`config.mk`:
```
export PLATFORM = sky130hd
export DESIGN_NAME = load_store_unit_flat
export DESIGN_NICKNAME = d
export VERILOG_FILES = /design/src/rtl/load_store_unit_if.sv /design/src/rtl/load_store_unit.sv /design/src/flat_wrapper.sv
export SDC_FILE = /design/constraint.sdc
export NUM_CORES = 1
export LEC_CHECK = 0
export CORE_MARGIN = 1.5
export CORE_UTILIZATION = 35
export CTS_BUF_LIST = sky130_fd_sc_hd__clkbuf_2
export CTS_CLUSTER_SIZE = 12
export DETAILED_ROUTE_END_ITERATION = 10
export GPL_TIMING_DRIVEN = 0
export PLACE_DENSITY = 0.71
export RECOVER_POWER = 100
export SLEW_MARGIN = 20
export SYNTH_ARGS = -nofsm -noshare
export SYNTH_HDL_FRONTEND = slang
export SYNTH_SLANG_ARGS = --single-unit
```
`constraint.sdc`:
```
create_clock -name clk -period 3.6 [get_ports clk]
set_input_delay 0.36 -clock clk [delete_from_list [all_inputs] [get_ports clk]]
set_output_delay 0.36 -clock clk [all_outputs]
set_load 0.005 [all_outputs]
```
`src/rtl/load_store_unit_if.sv`:
```
// Request/response handshake bundle between the memory stage and load_store_unit.
interface load_store_unit_if #(
  parameter int ADDR_W = 5,
  parameter int DATA_W = 32
);
  logic              req_valid;
  logic              req_ready;
  logic              req_store;
  logic [2:0]        req_funct3;
  logic [ADDR_W+1:0] req_addr;
  logic [DATA_W-1:0] req_wdata;
  logic              resp_valid;
  logic              resp_ready;
  logic [DATA_W-1:0] resp_rdata;
  logic              resp_err;

  modport master (
    output req_valid, req_store, req_funct3, req_addr, req_wdata, resp_ready,
    input  req_ready, resp_valid, resp_rdata, resp_err
  );

  modport slave (
    input  req_valid, req_store, req_funct3, req_addr, req_wdata, resp_ready,
    output req_ready, resp_valid, resp_rdata, resp_err
  );
endinterface

```
`src/rtl/load_store_unit.sv`:
```
// RV32I load/store unit for a single-port word memory; sub-word stores use read-modify-write.
// Optional macro LSU_MISALIGN_TRAP_EN: misaligned H/W accesses respond with resp_err instead of aligning down.
module load_store_unit #(
  parameter int ADDR_W = 5,
  parameter int DATA_W = 32
) (
  input  logic              clk,
  input  logic              rst_n,
  load_store_unit_if.slave  bus,
  output logic [ADDR_W-1:0] address,
  output logic [DATA_W-1:0] datain,
  output logic              MemWrite,
  output logic              MemRead,
  input  logic [DATA_W-1:0] dataout
);

  typedef enum logic [2:0] {IDLE, RD, WAIT, WR, RESP} state_t;
  typedef enum logic [1:0] {SZ_B, SZ_H, SZ_W} size_t;

  state_t            state, state_nxt;
  logic              store_q;
  logic [2:0]        funct3_q;
  logic [ADDR_W+1:0] addr_q;
  logic [DATA_W-1:0] wdata_q;
  logic [DATA_W-1:0] word_q;
  logic [DATA_W-1:0] rdata_q;

  size_t             in_size, size_q;
  logic [ADDR_W+1:0] in_addr_aligned;
  logic [DATA_W-1:0] load_ext;
  logic [DATA_W-1:0] merged;
  logic [7:0]        byte_v;
  logic [15:0]       half_v;

  // 011/110/111 fall into the default and are handled as word accesses.
  function automatic size_t size_of(input logic [2:0] f3);
    case (f3[1:0])
      2'b00:   return SZ_B;
      2'b01:   return SZ_H;
      default: return SZ_W;
    endcase
  endfunction

  always_comb begin
    in_size         = size_of(bus.req_funct3);
    size_q          = size_of(funct3_q);
    in_addr_aligned = bus.req_addr;
    if (in_size == SZ_H) in_addr_aligned[0]   = 1'b0;
    if (in_size == SZ_W) in_addr_aligned[1:0] = 2'b00;
  end

`ifdef LSU_MISALIGN_TRAP_EN
  logic misalign;
  logic err_q;

  always_comb begin
    misalign = ((in_size == SZ_H) && bus.req_addr[0]) ||
               ((in_size == SZ_W) && (bus.req_addr[1:0] != 2'b00));
  end
`endif

  // Load extraction from the word arriving in WAIT.
  always_comb begin
    byte_v = dataout[{addr_q[1:0], 3'b000} +: 8];
    half_v = addr_q[1] ? dataout[31:16] : dataout[15:0];
    case (size_q)
      SZ_B:    load_ext = funct3_q[2] ? {24'd0, byte_v} : {{24{byte_v[7]}}, byte_v};
      SZ_H:    load_ext = funct3_q[2] ? {16'd0, half_v} : {{16{half_v[15]}}, half_v};
      default: load_ext = dataout;
    endcase
  end

  always_comb begin
    merged = word_q;
    case (size_q)
      SZ_B:    merged[{addr_q[1:0], 3'b000} +: 8] = wdata_q[7:0];
      SZ_H:    merged[{addr_q[1], 4'b0000} +: 16] = wdata_q[15:0];
      default: merged = wdata_q;
    endcase
  end

  always_ff @(posedge clk) begin
    if (!rst_n) state <= IDLE;
    else        state <= state_nxt;
  end

  always_comb begin
    state_nxt = state;
    case (state)
      IDLE: begin
        if (bus.req_valid) begin
`ifdef LSU_MISALIGN_TRAP_EN
          if (misalign)                                state_nxt = RESP;
          else if (bus.req_store && (in_size == SZ_W)) state_nxt = WR;
          else                                         state_nxt = RD;
`else
          if (bus.req_store && (in_size == SZ_W)) state_nxt = WR;
          else                                    state_nxt = RD;
`endif
        end
      end
      RD:      state_nxt = WAIT;
      WAIT:    state_nxt = store_q ? WR : RESP;
      WR:      state_nxt = RESP;
      RESP:    if (bus.resp_ready) state_nxt = IDLE;
      default: state_nxt = IDLE;
    endcase
  end

  always_ff @(posedge clk) begin
    if (!rst_n) begin
      store_q  <= 1'b0;
      funct3_q <= '0;
      addr_q   <= '0;
      wdata_q  <= '0;
      word_q   <= '0;
      rdata_q  <= '0;
`ifdef LSU_MISALIGN_TRAP_EN
      err_q    <= 1'b0;
`endif
    end else begin
      case (state)
        IDLE: begin
          if (bus.req_valid) begin
            store_q  <= bus.req_store;
            funct3_q <= bus.req_funct3;
            addr_q   <= in_addr_aligned;
            wdata_q  <= bus.req_wdata;
            rdata_q  <= '0;
`ifdef LSU_MISALIGN_TRAP_EN
            err_q    <= misalign;
`endif
          end
        end
        WAIT: begin
          word_q <= dataout;
          if (!store_q) rdata_q <= load_ext;
        end
        default: ;
      endcase
    end
  end

  always_comb begin
    bus.req_ready  = (state == IDLE);
    bus.resp_valid = (state == RESP);
    bus.resp_rdata = rdata_q;
`ifdef LSU_MISALIGN_TRAP_EN
    bus.resp_err   = err_q;
`else
    bus.resp_err   = 1'b0;
`endif
    MemRead  = (state == RD);
    MemWrite = (state == WR);
    address  = addr_q[ADDR_W+1:2];
    datain   = merged;
  end

endmodule

```
`src/flat_wrapper.sv`:
```
// flat-port wrapper written by rule: the top's interface ports become plain ports
module load_store_unit_flat 
#(
  parameter int ADDR_W = 5,
  parameter int DATA_W = 32
)
  (clk, rst_n, address, datain, MemWrite, MemRead, dataout, bus_req_valid, bus_req_store, bus_req_funct3, bus_req_addr, bus_req_wdata, bus_resp_ready, bus_req_ready, bus_resp_valid, bus_resp_rdata, bus_resp_err);
  load_store_unit_if #(.ADDR_W(ADDR_W), .DATA_W(DATA_W)) bus_i ();
  input  logic clk;
  input  logic rst_n;
  output logic [ADDR_W-1:0] address;
  output logic [DATA_W-1:0] datain;
  output logic MemWrite;
  output logic MemRead;
  input  logic [DATA_W-1:0] dataout;
  input wire logic [$bits(bus_i.req_valid)-1:0] bus_req_valid;
  input wire logic [$bits(bus_i.req_store)-1:0] bus_req_store;
  input wire logic [$bits(bus_i.req_funct3)-1:0] bus_req_funct3;
  input wire logic [$bits(bus_i.req_addr)-1:0] bus_req_addr;
  input wire logic [$bits(bus_i.req_wdata)-1:0] bus_req_wdata;
  input wire logic [$bits(bus_i.resp_ready)-1:0] bus_resp_ready;
  output wire logic [$bits(bus_i.req_ready)-1:0] bus_req_ready;
  output wire logic [$bits(bus_i.resp_valid)-1:0] bus_resp_valid;
  output wire logic [$bits(bus_i.resp_rdata)-1:0] bus_resp_rdata;
  output wire logic [$bits(bus_i.resp_err)-1:0] bus_resp_err;
  assign bus_i.req_valid = bus_req_valid;
  assign bus_i.req_store = bus_req_store;
  assign bus_i.req_funct3 = bus_req_funct3;
  assign bus_i.req_addr = bus_req_addr;
  assign bus_i.req_wdata = bus_req_wdata;
  assign bus_i.resp_ready = bus_resp_ready;
  assign bus_req_ready = bus_i.req_ready;
  assign bus_resp_valid = bus_i.resp_valid;
  assign bus_resp_rdata = bus_i.resp_rdata;
  assign bus_resp_err = bus_i.resp_err;
  load_store_unit #(.ADDR_W(ADDR_W), .DATA_W(DATA_W)) u_core (.clk(clk), .rst_n(rst_n), .bus(bus_i), .address(address), .datain(datain), .MemWrite(MemWrite), .MemRead(MemRead), .dataout(dataout));
endmodule
```
# Yosys cells after proc, flatten, opt, wreduce, memory -nomap -nowiden
# Cells that the tools add are included.
# classes
addsub,2
eq_ne,12
shifts,5
n_mux,19
reduce_logical,9
# ops
cell,count
one-hot mux 32 bit (2 select lines),3
two-way mux 32 bit,4
bitwise mux 32 bit,2
"variable shift 16 x 7 -> 32 bit, first input constant",1
"variable shift 8 x 7 -> 32 bit, first input constant",1
indexed part select 16 x 7 -> 32 bit,1
indexed part select 32 x 6 -> 8 bit,1
indexed part select 8 x 7 -> 32 bit,1
two-way mux 16 bit,1
one-hot mux 3 bit (5 select lines),1
negation 5 -> 7 bit,2
two-way mux 3 bit,3
"== test 2 x 1 -> 1 bit, second input constant",4
one-hot mux 2 bit (2 select lines),2
"== test 3 x 2 -> 1 bit, second input constant",2
zero test 2 bit,3
"!= test 2 bit, second input constant",3
two-way mux 2 bit,2
AND reduction 2 bit,2
"== test 3 x 1 -> 1 bit, second input constant",1
"== test 3 bit, second input constant",1
zero test 3 bit,1
AND reduction 3 bit,1
"== test 2 bit, second input constant",1
other kinds (3),3
# word_totals
ff_bits,110
inputBits,79
out_inout_bits,74
wordCells,54

# Depth between registers and ports, before layout
# logic_depth
ltp_word,7
depth_mapped,9
depth_no_buf,6

# Worst setup path before layout
# No wires, ideal clock.
# synth_path
path_type,register -> output
startpoint,register u_core.addr_q[1]
endpoint,output datain[16]
arrival_time_ns,2.000
required_time_ns,3.240
path_slack_ns,1.240
path_stages_with_launch,10
n_path_buf,3
path_cell_list,dfxtp_1 -> buf_6 -> inv_1 -> clkbuf_1 -> ha_1 -> nor3b_1 -> and3_1 -> clkbuf_1 -> a21oi_1 -> o221ai_1
# synth_between
elab_chain_len,4
elab_cells_between_ends,9
cone_classes,add/sub (2); shift (4); mux (3)
# synth_lines
element,line_no,source
"start, declared",load_store_unit.sv:23,logic [ADDR_W+1:0] addr_q;
"start signal, assigned",load_store_unit.sv:127,addr_q <= in_addr_aligned;
"negation 5 -> 7 bit, on equally long branches","load_store_unit.sv:77, load_store_unit.sv:76",
"indexed part select 16 x 7 -> 32 bit, or another cell as far along",load_store_unit.sv:77,"SZ_H: merged[{addr_q[1], 4'b0000} +: 16] = wdata_q[15:0];"
"bitwise mux 32 bit, on equally long branches","load_store_unit.sv:77, load_store_unit.sv:76",
one-hot mux 32 bit (2 select lines) *,load_store_unit.sv:75,case (size_q)
"end, declared",flat_wrapper.sv:12,output logic [DATA_W-1:0] datain;
# Mark *: on every way between the ends. The rest lies on a longest branch, timed or not.

# Final worst setup path
# layout_path
startpoint,register u_core.funct3_q[1]
endpoint,output datain[4]
# layout_between
elab_chain_len,4
elab_cells_between_ends,6
cone_classes,eq/ne (2); mux (2); reduce/logical (2)
# layout_lines
element,line_no,source
"start, declared",load_store_unit.sv:22,logic [2:0] funct3_q;
"start signal, assigned",load_store_unit.sv:126,funct3_q <= bus.req_funct3;
== test 2 x 1 -> 1 bit / zero test 2 bit (equally long branches),load_store_unit.sv:37,case (f3[1:0])
one-hot mux 2 bit (2 select lines) *,load_store_unit.sv:37,
== test 2 x 1 -> 1 bit / zero test 2 bit (equally long branches),load_store_unit.sv:75,
one-hot mux 32 bit (2 select lines) *,load_store_unit.sv:75,
# Marked as above.

==> impl_metrics.ini <==
[run_status]
outcome = finished clean

[layout]
n_fill_cell = 1682
area_growth_pct = 34.9
fin_nets = 976
stdcell_area_um2 = 7920
instances_no_fill = 1117
drive_gt1_share_pct = 8.37

[placement]
gp_congestion = 0.920
dp_cells = 1099
placed_area_um2 = 7660
io_buffers = 151
place_hpwl_um = 15500

[timing]
skew_ns = 0.0384
hold_viol = 0
rsz0062_at_grt = true
finalSetupViolations = 0
period_minus_slack_ns = 3.54
worstMarginPinSlew_ns = 0.919
tns_ns = 0
finalCritPeriodShare_pct = 98.3
fmax_ghz = 0.283
slew_violations = 0
maxSlewHeadroom_pct = 38.2

[drt]
drt_iter0_drc = 539
drc = 0
first_pass_iters = 5
via_per_inst = 5.44
final_antenna_net_count = 0
vias = 6081
routed_wl_um = 20100
wl_per_cell_um = 18.0

[min_path]
hold_path.class = primary input to flop
hold_depth = 3
hold_end = u_core.wdata_q[22]$_SDFFE_PN0P_
holdCritStartpoint = bus_req_wdata[22]

[synth]
syn_nets = 812
synth_edf_count = 0
synth.most_common_cell = nand2_1
yosysTopAreaCell = dfxtp_1
synthArstFlopShare_pct = 0
ys_seq_area_share_pct = 37.5
syn-cell-area_um2 = 5870
synth-main-ff-cell = dfxtp_1
avgSynthCellArea_um2 = 8.06
synthCells = 728
synth_common_cells = nand2_1 (186), dfxtp_1 (110), a21boi_0 (64), a21oi_1 (44), clkbuf_1 (39)
synth_seq_cells = 110
synth_area_leaders = dfxtp_1 (38%), nand2_1 (12%), a21boi_0 (8.2%)
synth.top_cell.area_share_pct = 37.5
ys.warnings.count = 0
synthDistinctLibCells = 50

[floorplan]
boundaryPins = 153
dieHeight_um = 132
rows = 47
die_area_um2 = 17600
core_area_um2 = 16500
die_x_um = 132
start_util_pct = 35.6

[clock_network]
cts_buffers = 9
cts_tree = built
htreeDepth = 3
insertion_delay_ns = 0.66
clk_path_buf_depth = 2
cts_root_buf = clkbuf_2
ctsHoldBuffers = 0
path_clk_slew_ns = 0.28
cts.sinks = 110

[setup_path]
arrival_ns = 3.18
reg2reg_setup_slack_ns = 1.29
critPathCaptureType = output pin
startpoint_type = flop
worstSetupPathType = flop to output pin
cp_max_fo = 10
r2r-end = u_core.bus.resp_rdata[18]$_SDFFE_PN0P_
r2r_cells = 5
crit_required_ns = 3.24
timing.rr.start = u_core.state[0]$_SDFFE_PN0P_

[pwr]
total_power_mw = 2.67
p_leak_nw = 2.86
p_per_area_nw_per_um2 = 338
peakVddDrop_mv = 0.180

[global_routing]
grt_pass1_wl_um = 30500
gr-total-overflow = 0
grt_usage_pct = 22.4
grt_pass1_vias = 5707
grt_max_degree = 19
antenna_found_initial = 1

[job]
drv_cap = 0
## critical path, cell delays in order (launching register included)
cell and delay (ns):
dfxtp_1 0.56, clkbuf_1 0.53, clkbuf_1 0.59, a221o_1 0.34, clkdlybuf4s50_1 0.52
## logic make-up (layout without fill, tap and decap cells)
| kind of cell | after synthesis | after routing | share of synthesized area (%) |
|---|---|---|---|
| compound gates | 233 | 233 | 28.8 |
| fa+ha+maj | 5 | 5 | 1.07 |
| buf+inv | 76 | 244 | 5.88 |
| flops | 110 | 110 | 37.5 |
| mux | 28 | 28 | 5.18 |
| other cells | 1 | 2 | 0.0639 |
| simple gates | 275 | 275 | 21.5 |
## registers in the layout, indices dropped and copies added (netlist names)
signal,count
u_core.addr_q,7
u_core.bus.resp_rdata,32
u_core.word_q,32
u_core.wdata_q,32
u_core.store_q,1
u_core.funct3_q,3
u_core.state,3
## metrics by stage
stage / utilization, % / hold WS (ns) / setup slack (ns)
after CTS: 47.7 / 0.187 / 0.00667
after global placement: 46.5 / 0.449 / 0.0736
after floorplan: - / 0.435 / 1.24
after detailed placement: 46.5 / 0.450 / 0.0667
after global routing: 48.1 / 0.197 / -0.0129
final: 48.1 / 0.222 / 0.0619
## routing by layer
| metal | wire length (um) | up-vias | global-route usage [%] |
|---|---|---|---|
| met5 | 0 | - | 0 |
| met4 | 525 | 0 | 8.06 |
| met3 | 1630 | 44 | 5.25 |
| met2 | 9510 | 301 | 37.3 |
| met1 | 8410 | 2846 | 28.3 |
| li1 | - | 2890 | - |
## cells in the final DEF, fill, tap and decap left out, types with 3 or more instances in the layout
cell             instances
nand2_1                186
dfxtp_1                108
clkdlybuf4s50_1        103
a21boi_0                74
a21oi_1                 44
dlygate4sd3_1           41
clkbuf_1                37
nor2b_1                 33
o21ai_0                 25
mux2i_1                 24
nor2_1                  21
clkbuf_2                20
a221o_1                 19
o2bb2ai_1               19
o221ai_1                13
buf_4                   12
o221ai_2                 9
a22oi_1                  9
a22o_1                   8
buf_2                    7
or3_1                    7
nand2b_1                 5
nor3_1                   4
nor3b_1                  4
buf_1                    4
ha_1                     4
clkdlybuf4s25_1          4
inv_1                    3
and3_4                   3
o22ai_1                  3
o21a_1                   3
## what timing repair did
action | 4_1_cts | 5_1_grt
endpoints found under the setup margin | 32 | 30
pin swaps | 4 | 4
buffers inserted | 4 | 0
resized for setup | 19 | 23
## cell type report
| cell class | instances | area [um2] | share of cell area (%) |
|---|---|---|---|
| Clock buffer | 9 | 45.0 | 0.569 |
| Multi-Input combinational cell | 542 | 3410 | 43.1 |
| Sequential cell | 110 | 2210 | 27.9 |
| Timing Repair Buffer | 155 | 1550 | 19.5 |
| Antenna cell | 1 | 2.50 | 0.0316 |
| Tap cell | 220 | 275 | 3.48 |
| Clock inverter | 6 | 68.8 | 0.869 |
| Inverter | 4 | 18.8 | 0.237 |
| Buffer | 70 | 340 | 4.30 |
## worst max path at each step
stage,startpoint,end,slack (ns)
floorplan,u_core.addr_q[1]$_SDFFE_PN0P_,datain[16],1.24
detailed placement,u_core.addr_q[1]$_SDFFE_PN0P_,datain[28],0.07
global route,u_core.funct3_q[1]$_SDFFE_PN0P_,datain[16],-0.01
CTS,u_core.addr_q[1]$_SDFFE_PN0P_,datain[20],0.007
global placement,u_core.addr_q[1]$_SDFFE_PN0P_,datain[31],0.07
finish,u_core.funct3_q[1]$_SDFFE_PN0P_,datain[4],0.06
## where the power goes
part           internal [mW]  switching [mW]  leakage, nW
sequential              1.30          0.0570        0.897
combinational          0.342           0.392         1.89
clock                  0.162           0.422       0.0688
Power figures use the tool's default switching activity.
